--- src/rtl/fp_align_sequencer.sv ---
// Exponent-alignment controller for the FP add path: orders two operands by magnitude and
// right-shifts the smaller mantissa by the exponent difference with guard/round/sticky capture.
module fp_align_sequencer #(
  parameter int MANT_W  = 24,
  parameter int EXP_W   = 8,
  parameter int SHAMT_W = 5
) (
  input  logic                 clk,
  input  logic                 rst,
  input  logic                 in_valid,
  output logic                 in_ready,
  input  logic                 a_sign,
  input  logic                 b_sign,
  input  logic [EXP_W-1:0]     a_exp,
  input  logic [EXP_W-1:0]     b_exp,
  input  logic [MANT_W-1:0]    a_mant,
  input  logic [MANT_W-1:0]    b_mant,
  output logic                 out_valid,
  input  logic                 out_ready,
  output logic [EXP_W-1:0]     out_exp,
  output logic                 out_sign_big,
  output logic                 out_sign_small,
  output logic [MANT_W+2:0]    out_mant_big,
  output logic [MANT_W+2:0]    out_mant_small,
  output logic [SHAMT_W-1:0]   out_shamt,
  output logic                 out_swap
);

  localparam int EXT_W = MANT_W + 2;
  localparam logic [EXP_W-1:0]   SAT_DIFF  = EXP_W'(MANT_W + 3);
  localparam logic [SHAMT_W-1:0] SAT_SHAMT = SHAMT_W'(MANT_W + 3);

  typedef enum logic [1:0] {
    IDLE  = 2'd0,
    CMP   = 2'd1,
    SHIFT = 2'd2,
    DONE  = 2'd3
  } state_t;

  state_t               state_r;
  logic                 a_sign_r, b_sign_r;
  logic [EXP_W-1:0]     a_exp_r, b_exp_r;
  logic [MANT_W-1:0]    a_mant_r, b_mant_r;

  logic                 swap_r;
  logic [SHAMT_W-1:0]   shamt_r;
  logic                 big_sign_r, small_sign_r;
  logic [EXP_W-1:0]     big_exp_r;
  logic [MANT_W-1:0]    big_mant_r, small_mant_r;

  logic                 b_bigger_s;
  logic [EXP_W-1:0]     diff_s;
  logic [SHAMT_W-1:0]   shamt_cmp_s;
  logic [EXT_W-1:0]     ext_s;
  logic [EXT_W-1:0]     shifted_s;
  logic [EXT_W-1:0]     lost_mask_s;
  logic                 sticky_s;

  // Magnitude ordering and saturated shift amount from the captured operands.
  always_comb begin
    b_bigger_s  = 1'b0;
    diff_s      = {EXP_W{1'b0}};
    shamt_cmp_s = {SHAMT_W{1'b0}};
    if ((b_exp_r > a_exp_r) || ((b_exp_r == a_exp_r) && (b_mant_r > a_mant_r))) begin
      b_bigger_s = 1'b1;
      diff_s     = b_exp_r - a_exp_r;
    end else begin
      b_bigger_s = 1'b0;
      diff_s     = a_exp_r - b_exp_r;
    end
    if (diff_s >= SAT_DIFF) begin
      shamt_cmp_s = SAT_SHAMT;
    end else begin
      shamt_cmp_s = SHAMT_W'(diff_s);
    end
  end

  // Barrel shift of the small mantissa; a shift >= EXT_W clears the mask, so sticky covers all bits.
  always_comb begin
    ext_s       = {small_mant_r, 2'b00};
    shifted_s   = ext_s >> shamt_r;
    lost_mask_s = ~({EXT_W{1'b1}} << shamt_r);
    sticky_s    = |(ext_s & lost_mask_s);
  end

  // Sequencer FSM with all result fields and handshake outputs registered.
  always_ff @(posedge clk) begin
    if (rst) begin
      state_r        <= IDLE;
      in_ready       <= 1'b1;
      out_valid      <= 1'b0;
      a_sign_r       <= 1'b0;
      b_sign_r       <= 1'b0;
      a_exp_r        <= {EXP_W{1'b0}};
      b_exp_r        <= {EXP_W{1'b0}};
      a_mant_r       <= {MANT_W{1'b0}};
      b_mant_r       <= {MANT_W{1'b0}};
      swap_r         <= 1'b0;
      shamt_r        <= {SHAMT_W{1'b0}};
      big_sign_r     <= 1'b0;
      small_sign_r   <= 1'b0;
      big_exp_r      <= {EXP_W{1'b0}};
      big_mant_r     <= {MANT_W{1'b0}};
      small_mant_r   <= {MANT_W{1'b0}};
      out_exp        <= {EXP_W{1'b0}};
      out_sign_big   <= 1'b0;
      out_sign_small <= 1'b0;
      out_mant_big   <= {(MANT_W+3){1'b0}};
      out_mant_small <= {(MANT_W+3){1'b0}};
      out_shamt      <= {SHAMT_W{1'b0}};
      out_swap       <= 1'b0;
    end else begin
      case (state_r)
        IDLE: begin
          if (in_valid) begin
            a_sign_r <= a_sign;
            b_sign_r <= b_sign;
            a_exp_r  <= a_exp;
            b_exp_r  <= b_exp;
            a_mant_r <= a_mant;
            b_mant_r <= b_mant;
            in_ready <= 1'b0;
            state_r  <= CMP;
          end else begin
            state_r  <= IDLE;
          end
        end
        CMP: begin
          swap_r  <= b_bigger_s;
          shamt_r <= shamt_cmp_s;
          if (b_bigger_s) begin
            big_sign_r   <= b_sign_r;
            small_sign_r <= a_sign_r;
            big_exp_r    <= b_exp_r;
            big_mant_r   <= b_mant_r;
            small_mant_r <= a_mant_r;
          end else begin
            big_sign_r   <= a_sign_r;
            small_sign_r <= b_sign_r;
            big_exp_r    <= a_exp_r;
            big_mant_r   <= a_mant_r;
            small_mant_r <= b_mant_r;
          end
          state_r <= SHIFT;
        end
        SHIFT: begin
          out_exp        <= big_exp_r;
          out_sign_big   <= big_sign_r;
          out_sign_small <= small_sign_r;
          out_mant_big   <= {big_mant_r, 3'b000};
          out_mant_small <= {shifted_s, sticky_s};
          out_shamt      <= shamt_r;
          out_swap       <= swap_r;
          out_valid      <= 1'b1;
          state_r        <= DONE;
        end
        DONE: begin
          if (out_ready) begin
            out_valid <= 1'b0;
            in_ready  <= 1'b1;
            state_r   <= IDLE;
          end else begin
            state_r   <= DONE;
          end
        end
        default: begin
          out_valid <= 1'b0;
          in_ready  <= 1'b1;
          state_r   <= IDLE;
        end
      endcase
    end
  end

endmodule

--- config.mk ---
export PLATFORM = sky130hd
export DESIGN_NAME = fp_align_sequencer
export DESIGN_NICKNAME = d
export VERILOG_FILES = /design/src/rtl/fp_align_sequencer.sv
export SDC_FILE = /design/constraint.sdc
export NUM_CORES = 1
export LEC_CHECK = 0
export ABC_AREA = 1
export CELL_PAD_IN_SITES_DETAIL_PLACEMENT = 2
export CELL_PAD_IN_SITES_GLOBAL_PLACEMENT = 2
export CORE_ASPECT_RATIO = 1.25
export CORE_MARGIN = 10
export CORE_UTILIZATION = 33
export CTS_CLUSTER_DIAMETER = 80
export DETAILED_ROUTE_END_ITERATION = 8
export GPL_TIMING_DRIVEN = 0
export PLACE_DENSITY = 0.95
export SYNTH_ARGS = -nofsm -noshare
export SYNTH_HDL_FRONTEND = slang
export SYNTH_SLANG_ARGS = --single-unit
--- constraint.sdc ---
create_clock -name clk -period 4.25 [get_ports clk]
set_clock_uncertainty 0.15 [all_clocks]
set_input_delay 1.275 -clock clk [delete_from_list [all_inputs] [get_ports clk]]
set_output_delay 1.275 -clock clk [all_outputs]
set_load 0.01 [all_outputs]
==> results of run 1 <==
-- flip-flops by register name (all words and copies together), names as in the netlist, 2 cells and up --
register	cells
out_mant_small	27
a_mant_r	24
b_mant_r	24
big_mant_r	24
out_mant_big	24
small_mant_r	24
a_exp_r	8
b_exp_r	8
big_exp_r	8
out_exp	8
out_shamt	5
shamt_r	5
state_r	2
-- power by group through the flow --
stage / registers, W / logic [W] / clock network, W
floorplan: 0.00225 / 0.00121 / 0
global placement: 0.00226 / 0.00191 / 0
detailed placement: 0.00229 / 0.00206 / 0
CTS: 0.00226 / 0.00219 / 0.00222
global route: 0.00229 / 0.00238 / 0.00229
finish: 0.00227 / 0.00224 / 0.00221
-- Yosys cell counts (3+ instances only) --
| cell type | count |
|---|---|
| nand4_1 | 6 |
| nand2_1 | 257 |
| nor2_2 | 5 |
| nand2_2 | 6 |
| nor2_1 | 109 |
| clkbuf_1 | 64 |
| buf_1 | 10 |
| buf_4 | 4 |
| dfxtp_1 | 201 |
| xor2_1 | 9 |
| inv_2 | 5 |
| ha_1 | 39 |
| nor3_1 | 3 |
| a31oi_1 | 7 |
| o22ai_1 | 3 |
| o21ai_0 | 175 |
| a21oi_1 | 240 |
| nand3_1 | 34 |
| buf_2 | 15 |
| o211ai_1 | 9 |
| o21ai_1 | 53 |
| inv_1 | 128 |
| mux2i_1 | 6 |
| o31ai_1 | 3 |
| buf_6 | 6 |
-- critical path: cells and delay by family --
kind / cells / cell delay (ps)
AOI/OAI and AO/OA: 1 / 380
buffers and inverters: 4 / 1820
-- kinds of logic after synthesis --
logic type | share of synthesized area (%)
xor+xnor | 0.963
fa+ha+maj | 5.28
other cells | 0.0375
mux | 0.600
simple gates | 17.0
buf+inv | 9.69
flops | 40.2
compound gates | 26.2
-- through the flow --
step | cells | util (%) | hold WS [ps]
6_report | 2007 | 42.3 | 329
2_1_floorplan | 1425 | - | 280
4_1_cts | 2007 | 42.3 | 324
3_3_place_gp | 1963 | 39.6 | 290
3_5_place_dp | 1963 | 39.6 | 314
5_1_grt | 2007 | 42.3 | 349
-- metal layers --
| layer | up-vias | routed length, µm | track usage, % |
|---|---|---|---|
| li1 | 5053 | - | - |
| met1 | 5785 | 20600 | 29.1 |
| met2 | 460 | 28600 | 52.5 |
| met3 | 195 | 2790 | 4.68 |
| met4 | 0 | 3420 | 16.9 |
| met5 | - | 0 | 0 |
-- path summary, 6_finish.rpt --
path,endpoint,slack (ps),depth (start not counted)
min,big_mant_r[12]$_SDFFE_PP0N_,330,2
max reg2reg,small_mant_r[16]$_SDFFE_PP0N_,1020,15
min reg2reg,big_mant_r[12]$_SDFFE_PP0N_,330,2
max,in_ready$_SDFFE_PP1P_,940,5
-- final cells by class --
class                   instances  area, µm²
fillers                      3500      17300
multi-input cells             991       5020
flip-flops and latches        201       4020
repair buffers                137       1370
clock buffers                  34        709
well taps                     401        502
inverters                     133        499
plain buffers                 100        470
clock inverters                10        106
==> summary.md, run 1 <==
| Metric | Value |
|---|---|
| CTS Root Buffer Type | clkbuf_16 |
| Status | finished clean |
| Sink Count | 201 |
| Max incr delay on CP | 730 ps |
| IO buf count | 137 |
| Starting Density | 33.3% |
| Final period utilization | 77.8% |
| Crit start category | primary input |
| Slew @ Worst Pin | 1100 ps |
| RSZ-0062 raised after global routing | false |
| Leading area contributor after synthesis | dfxtp_1 |
| Switching share of total power | 39.6% |
| Total GRT Usage | 28.3% |
| Yosys reg bits | 201 |
| Reg clk slew, reported paths | 70 ps |
| Fin. max-slew vios | 0 |
| Most common cell after layout, fill and taps aside | nand2_1 |
| Synth Instances | 1423 |
| First-pass GRT wire length | 84.1 mm |
| Unique masters post-synth | 43 |
| Async SR Flop Fraction | 0% |
| Post-cts resize count | 0 |
| Global-route congestion overflow total | 0 |
| Critical path arrival | 3490 ps |
| Drt first pass iters | 5 |
| Die footprint | 37700 µm² |
| Top cells by area, synth | dfxtp_1 (40%), a21oi_1 (12%), nand2_1 (9.6%) |
| Pre-CTS setup slack | 479 ps |
| P_leak | 5.07 nW |
| P&R area growth vs syn | 26.9% |
| CTS tree | done |
| HP Class | flip-flop to flip-flop |
| H-tree level count | 1 |
| Fin Setup TNS | 0 ps |
| Cell internal pwr | 0.00406 W |
| Final Power | 0.00672 W |
| Largest net degree at the start of global routing | 13 |
| Post-Syn Area per Cell | around 7.0 µm² |
| EDFF count, synth | 0 |
| Crit path top cell by count | clkbuf_1 |
| Cell area after synthesis | 10000 µm² |
| Critical path class | primary input to flip-flop |
| PnR worst setup slack | approximately 940 ps |
| Setup Fix Bufs, Post-CTS | 0 |
| Fmax | 302 MHz |
| Crit-path slowest cell | clkbuf_1 |
| Sequential-to-total area share from yosys stat | between 40% and 50% |
| Hold_buf cts | 0 |
| # IOs | 142 |
| Synth top area share | 40.2% |
| Max FO, Critical Path | 10 |
| Fin crit period | 3310 ps |
| Final net count | between 1500 and 2000 |
| Initial antenna violation count | 0 |
| Prevailing post-synth register cell | dfxtp_1 |
| Clk Latency, worst-skew pair | 540 ps |
| Final Hold Viols | 0 |
| # setup viols final | 0 |
| Cells along the critical path | clkbuf_1 > inv_1 > clkbuf_1 > clkbuf_1 > o311ai_0 |
| CP startpoint | rst |
| Post-route cell area | 12700 µm² |
| Net switching power | about 0.0027 W |
| Comb pwr share | ~33% |
| Diode count | 0 |
| Die height | 215 µm |
| Total CTS buffers | 24 |
| WP data required | 4430 ps |
| Syn. warnings | 0 |
| ANT nets after route | 0 |
| Vias in the first global route | 13464 |
| Die Width | roughly 180 µm |
| Commonest non-fill, non-tap cells in the layout | nand2_1 (257), a21oi_1 (240), dfxtp_1 (201), o21ai_0 (175), clkdlybuf4s50_1 (137) |
| Sequential Power Share | 33.8% |
| Hold_sp | big_mant_r[12]$_SDFFE_PP0N_ |
| Maximum VDD drop | just over 0.0003 V |
| Gpl congestion | 1.02 |
| Placed Area | between 10000 and 15000 µm² |
| Total wire length | 55.4 mm |
| Max Cap Viol | 0 |
| DRC viols | 0 |
| Crit. End Element | flip-flop |
| Vias | about 11000 |
| Core Box Area | 30000 µm² |
| Cell Rows | 71 |
| Clock Power Share | 32.9% |
| Rel. slew slack | between 20% and 30% |
| Dpl hpwl | 38.8 mm |
| Clock Path Buffers | 3 |
| PD cells | around 530 nW/µm² |
| DRT iter0 DRCs | 752 |
| Vias per cell | between 5 and 6 |
| Reg2reg start | a_mant_r[23]$_SDFFE_PP0P_ |
| Wire per inst | 27.6 µm |
| Layout cell share with drive strength beyond 1 | 5.42% |
(Power assumes the default switching activity.)
==> inputs of run 2 (changes only) <==
--- a/config.mk
+++ b/config.mk
@@ -10,11 +10,11 @@
 export CELL_PAD_IN_SITES_GLOBAL_PLACEMENT = 2
 export CORE_ASPECT_RATIO = 1.25
 export CORE_MARGIN = 10
-export CORE_UTILIZATION = 33
+export CORE_UTILIZATION = 28
 export CTS_CLUSTER_DIAMETER = 80
 export DETAILED_ROUTE_END_ITERATION = 8
 export GPL_TIMING_DRIVEN = 0
-export PLACE_DENSITY = 0.95
+export PLACE_DENSITY = 0.89
 export SYNTH_ARGS = -nofsm -noshare
 export SYNTH_HDL_FRONTEND = slang
 export SYNTH_SLANG_ARGS = --single-unit
==> constraint.sdc (replaced) <==
create_clock -name clk -period 2.95 [get_ports clk]
set_clock_uncertainty 0.15 [all_clocks]
set_input_delay 0.885 -clock clk [delete_from_list [all_inputs] [get_ports clk]]
set_output_delay 0.885 -clock clk [all_outputs]
set_load 0.01 [all_outputs]
==> summary.md, run 2 (synthesis gave the netlist of run 1 again) <==
| Metric | Value |
|---|---|
| Status | finished with violations |
| Failing checks | negative setup slack |
| Crit-path slowest cell | fa_2 |
| Diode count | 0 |
| Crit start category | flip-flop |
| Global-route congestion overflow total | 0 |
| IO buf count | 137 |
| Drt first pass iters | 5 |
| DRC viols | 0 |
| Most common cell after layout, fill and taps aside | nand2_1 |
| H-tree level count | 1 |
| Die height | 231 µm |
| Max FO, Critical Path | 10 |
| Placed Cells incl. Taps | 2036 |
| Clk Latency, worst-skew pair | 550 ps |
| Core Box Area | 35400 µm² |
| WP data required | roughly 3200 ps |
| Gpl congestion | 0.899 |
| Clock Path Buffers | 3 |
| Gr busiest metal | met2 |
| Hold_buf cts | 0 |
| Fin. max-slew vios | 0 |
| Final Instance Count excl. Fillers | 2079 |
| Fin crit period | between 2000 and 3000 ps |
| Vias per cell | 5.18 |
| PnR worst setup slack | -21.5 ps |
| Commonest non-fill, non-tap cells in the layout | nand2_1 (255), a21oi_1 (240), dfxtp_1 (201), o21ai_0 (174), clkdlybuf4s50_1 (137) |
| ANT nets after route | 0 |
| Total GRT Usage | 21.0% |
| Max incr delay on CP | 360 ps |
| DRT iter0 DRCs | 459 |
| Rel. slew slack | 31.6% |
| Starting Density | between 20% and 30% |
| Dpl hpwl | between 30 and 40 mm |
| Largest Register | out_mant_small |
| CTS tree | done |
| Initial antenna violation count | 1 |
| Vias | 10759 |
| Total CTS buffers | 24 |
| Total wire length | 47.3 mm |
| GR Layer Usage met1 | 23.1% |
| Sink Count | 201 |
| Cells along the critical path | inv_1 > ha_2 > inv_1 > fa_2 > nand2_2 > inv_2 > o21ai_2 > nand2_2 > nand2_1 > nand3_1 > nand2_2 > nand2_4 > buf_4 > buf_2 > o21ai_1 > a21oi_1 |
| First-pass GRT wire length | 72.2 mm |
| Final Hold Viols | 0 |
| Critical path class | flip-flop to flip-flop |
| Largest net degree at the start of global routing | 13 |
| Fin Setup TNS | -21.5 ps |
| Cell Rows | 77 |
| Final net count | 1700 |
| Max Cap Viol | 0 |
| Wire per inst | 22.8 µm |
| Slew @ Worst Pin | 1030 ps |
| Reg clk slew, reported paths | 60 ps |
| P&R area growth vs syn | 27.7% |
| # setup viols final | 1 |
| Crit. End Element | flip-flop |
| Met3 Usage GRT | ~3% |
| Max FFs per register | 27 |
| Global routing usage on met2 | 39.5% |
| Final period utilization | 101% |
| Top Family by Delay on Critical Path | buffers and inverters |
| Layout cell share with drive strength beyond 1 | 6.11% |
| HP Class | flip-flop to flip-flop |
| Critical path arrival | 3240 ps |
| WP buf/inv | 5 |
| Worst hold slack | 318 ps |
| CTS Root Buffer Type | clkbuf_16 |
| P_leak | 5.04 nW |
| Pre-CTS setup slack | -460 ps |
| Die Width | 189 µm |
| Fmax | 337 MHz |
| Crit path top cell by count | nand2_2 |
| # IOs | 142 |
| Die footprint | 43700 µm² |
| Finished Core Util | a little over a third |
| PD cells | 718 nW/µm² |
| Vias in the first global route | 12070 |
| Maximum VDD drop | ~0.00033 V |
==> run 2: per-stage QoR <==
step / power (W) / area [µm²]
finish: 0.00918 / 12800
CTS: 0.00912 / 12700
global placement: 0.00606 / 12000
floorplan: 0.00499 / 10000
global route: 0.00962 / 12800
detailed placement: 0.00621 / 12000
==> run 2: cell type report <==
class                           count  area, µm²
Timing Repair Buffer              139       1390
Fill cell                        4158      22600
Sequential cell                   201       4020
Clock inverter                      5       36.3
Clock buffer                       37        701
Inverter                          133        499
Buffer                             99        470
Multi-Input combinational cell    991       5070
Tap cell                          474        593
==> run 2: per-layer routing <==
layer	part of all wire [%]	vias up
li1	-	5057
met1	40	5356
met2	53	252
met3	3.7	94
met4	3.7	0
met5	0	-
==> run 2: final timing paths <==
path	startpoint	end	slack, ps	depth (start not counted)
max	b_exp_r[0]$_SDFFE_PP0P_	small_mant_r[2]$_SDFFE_PP0N_	-20	16
min	out_mant_small[5]$_SDFFE_PP0P_	out_mant_small[5]$_SDFFE_PP0P_	320	2
max reg2reg	b_exp_r[0]$_SDFFE_PP0P_	small_mant_r[2]$_SDFFE_PP0N_	-20	16
min reg2reg	out_mant_small[5]$_SDFFE_PP0P_	out_mant_small[5]$_SDFFE_PP0P_	320	2
==> run 2: report_power, final <==
part | internal [W] | switching, W | total, W
sequential | 0.00301 | 0.000229 | 0.00324
combinational | 0.00101 | 0.00205 | 0.00306
clock | 0.00164 | 0.00124 | 0.00288
total | 0.00566 | 0.00352 | 0.00918
==> run 2: timing repair <==
item,in CTS,in global routing
pin swaps,0,2
resized for setup,1,20
hold endpoints to repair,0,0
buffers inserted,0,2
setup endpoints to repair,1,54
cloned,0,0
==> run 2: tightest hold or removal path, stage by stage, from the launching register on <==
cell	delay, ps
dfxtp_1	310
nand2_1	60
a21oi_1	50
==> inputs of run 3 (changes only) <==
--- a/config.mk
+++ b/config.mk
@@ -6,6 +6,7 @@
 export NUM_CORES = 1
 export LEC_CHECK = 0
 export ABC_AREA = 1
+export CAP_MARGIN = 20
 export CELL_PAD_IN_SITES_DETAIL_PLACEMENT = 2
 export CELL_PAD_IN_SITES_GLOBAL_PLACEMENT = 2
 export CORE_ASPECT_RATIO = 1.25
@@ -15,6 +16,7 @@
 export DETAILED_ROUTE_END_ITERATION = 8
 export GPL_TIMING_DRIVEN = 0
 export PLACE_DENSITY = 0.89
+export REMOVE_ABC_BUFFERS = 1
 export SYNTH_ARGS = -nofsm -noshare
 export SYNTH_HDL_FRONTEND = slang
 export SYNTH_SLANG_ARGS = --single-unit
==> summary.md, run 3 (synthesis gave the netlist of run 1 again) <==
| Metric | Value |
|---|---|
| Rel. slew slack | 43.0% |
| Reg clk slew, reported paths | 60 ps |
| ANT nets after route | 0 |
| Crit. End Element | flip-flop |
| Layout cell share with drive strength beyond 1 | 6.92% |
| Max FO, Critical Path | 15 |
| Maximum VDD drop | 0.000346 V |
| DRC viols | 0 |
| FF-to-FF path depth | 17 |
| Largest net degree at the start of global routing | between 80 and 90 |
| Gpl congestion | between 0.8 and 0.9 |
| Final Instance Count excl. Fillers | ~2000 |
| Placed Cells incl. Taps | 1945 |
| Fmax | 355 MHz |
| Most common cell after layout, fill and taps aside | nand2_1 |
| Crit start category | flip-flop |
| Largest Register | out_mant_small |
| Global-route congestion overflow total | 0 |
| Total wire length | 40.5 mm |
| CTS tree | done |
| Worst hold path depth | 2 |
| CTS Root Buffer Type | clkbuf_16 |
| Final Hold Viols | 0 |
| Switching share of total power | 36.2% |
| IO buf count | roughly 140 |
| Fin. max-slew vios | 0 |
| Finished Core Util | 36.4% |
| # setup viols final | 0 |
| R2R setup slack | 130 ps |
| Clock Path Buffers | 3 |
| Commonest non-fill, non-tap cells in the layout | nand2_1 (254), a21oi_1 (239), dfxtp_1 (199), o21ai_0 (172), clkdlybuf4s50_1 (137) |
| Hold Path Sink | out_mant_small[12]$_SDFFE_PP0P_ |
| Max Cap Viol | 0 |
| PnR worst setup slack | between 100 and 150 ps |
| Cell Rows | 77 |
| Drt first pass iters | 4 |
| Hold_buf cts | 0 |
| Die height | 231 µm |
| Critical path class | flip-flop to flip-flop |
| Slew @ Worst Pin | 854 ps |
| Vias | 10118 |
| WP data required | between 3000 and 4000 ps |
| Wire per inst | 20.2 µm |
| Final period utilization | 95.5% |
| DRT iter0 DRCs | about 300 |
| Initial antenna violation count | 0 |
| Clock Power Share | 33.5% |
| Vias in the first global route | 11307 |
| Status | finished clean |
| Cell internal pwr | 0.00596 W |
| CP startpoint | b_exp_r[0]$_SDFFE_PP0P_ |
| Die footprint | between 40000 and 50000 µm² |
| Total CTS buffers | 24 |
| Final Power | 0.00934 W |
| Vias per cell | 5.05 |
| Total GRT Usage | 17.8% |
| Critical path arrival | approximately 3100 ps |
| PD cells | about 730 nW/µm² |
| Placed Area | 11700 µm² |
| Net switching power | 0.00338 W |
| Hold_sp | out_mant_small[12]$_SDFFE_PP0P_ |
| H-tree level count | 1 |
| Fin crit period | 2820 ps |
| R2R Path End | small_mant_r[22]$_SDFFE_PP0N_ |
| Reg2reg start | b_exp_r[0]$_SDFFE_PP0P_ |
| Final net count | 1625 |
| Clk Latency, worst-skew pair | 530 ps |
| Sequential Power Share | 35.0% |
| Core Box Area | 35400 µm² |
| Diode count | 0 |
| Sink Count | about 200 |
| Comb pwr share | 31.5% |
| Pre-CTS setup slack | -701 ps |
| First-pass GRT wire length | 63.5 mm |
| Starting Density | 28.3% |
| P&R area growth vs syn | 28.6% |
| Max FFs per register | 27 |
| # IOs | 142 |
| Post-route cell area | 12900 µm² |
| HP Class | flip-flop to flip-flop |
| Die Width | 189 µm |
| P_leak | 5.08 nW |
| Dpl hpwl | about 27 mm |
[run 3: changes by cell type in the layout (fill, tap and decap cells not counted), sizes merged, moves of 3 or more]
| cell | before | now |
|---|---|---|
| buf | 38 | 20 |
| bufinv | 0 | 3 |
| clkbuf | 100 | 34 |
| clkinvlp | 0 | 3 |
[run 3: worst max-delay path, stage by stage (launching register included)]
cell and delay, ps:
dfxtp_1 320, inv_1 100, ha_2 200, inv_1 50, fa_2 350, nand2_2 80
inv_2 50, o21ai_2 140, nand2_2 110, nand2_1 90, nand3_2 90, nand2_4 110
buf_4 170, buf_4 130, nand2_4 140, a21oi_1 220, o21ai_1 100, a21oi_1 120
[run 3: power by group through the flow]
stage / Sequential [W] / Clock [W] / Combinational (W)
2_1_floorplan: 0.00328 / 0 / 0.00150
3_3_place_gp: 0.00332 / 0 / 0.00236
3_5_place_dp: 0.00333 / 0 / 0.00257
4_1_cts: 0.00328 / 0.00321 / 0.00282
5_1_grt: 0.00331 / 0.00333 / 0.00327
6_report: 0.00327 / 0.00312 / 0.00295
[run 3: area by class of cell]
class / count / area, µm²
Clock buffer: 33 / 686
Clock inverter: 10 / 131
Fill cell: 4043 / 22500
Inverter: 133 / 510
Multi-Input combinational cell: 994 / 5170
Sequential cell: 201 / 4030
Tap cell: 474 / 593
Timing Repair Buffer: 159 / 1740
Timing Repair inverter: 1 / 7.51
[run 3: worst max path at each step]
stage                                          end  slack (ps)  cells past startpoint
CTS                        shamt_r[1]$_SDFFE_PP0N_          20                     18
global placement          b_mant_r[9]$_SDFFE_PP0P_       -5950                      4
floorplan           out_mant_small[0]$_SDFFE_PP0P_        -560                      9
global route         small_mant_r[22]$_SDFFE_PP0N_         -30                     17
detailed placement         shamt_r[1]$_SDFFE_PP0N_        -700                     16
finish               small_mant_r[22]$_SDFFE_PP0N_         130                     17
[run 3: per-layer routing]
layer | share of wire, % | wire, µm | track usage (%) | vias up
met1 | 40 | 16300 | 19.3 | 5024
met2 | 55 | 22400 | 35.3 | 147
li1 | - | - | - | 4903
met3 | 2.8 | 1150 | 2.18 | 44
met4 | 1.6 | 646 | 4.32 | 0
met5 | 0 | 0 | 0 | -
[run 3: what timing repair did]
item                                    in CTS  in global routing
resized for setup                           13                 19
setup buffers                                6                  4
pin swaps                                    4                  7
gates cloned                                 5                  1
endpoints found under the setup margin      80                 44
[run 3: metrics by stage]
| stage | hold slack, ps | setup TNS, ps |
|---|---|---|
| detailed placement | 306 | -15130 |
| global route | 335 | -50.3 |
| floorplan | 282 | -24390 |
| CTS | 316 | 0 |
| finish | 313 | 0 |
| global placement | 297 | -827980 |
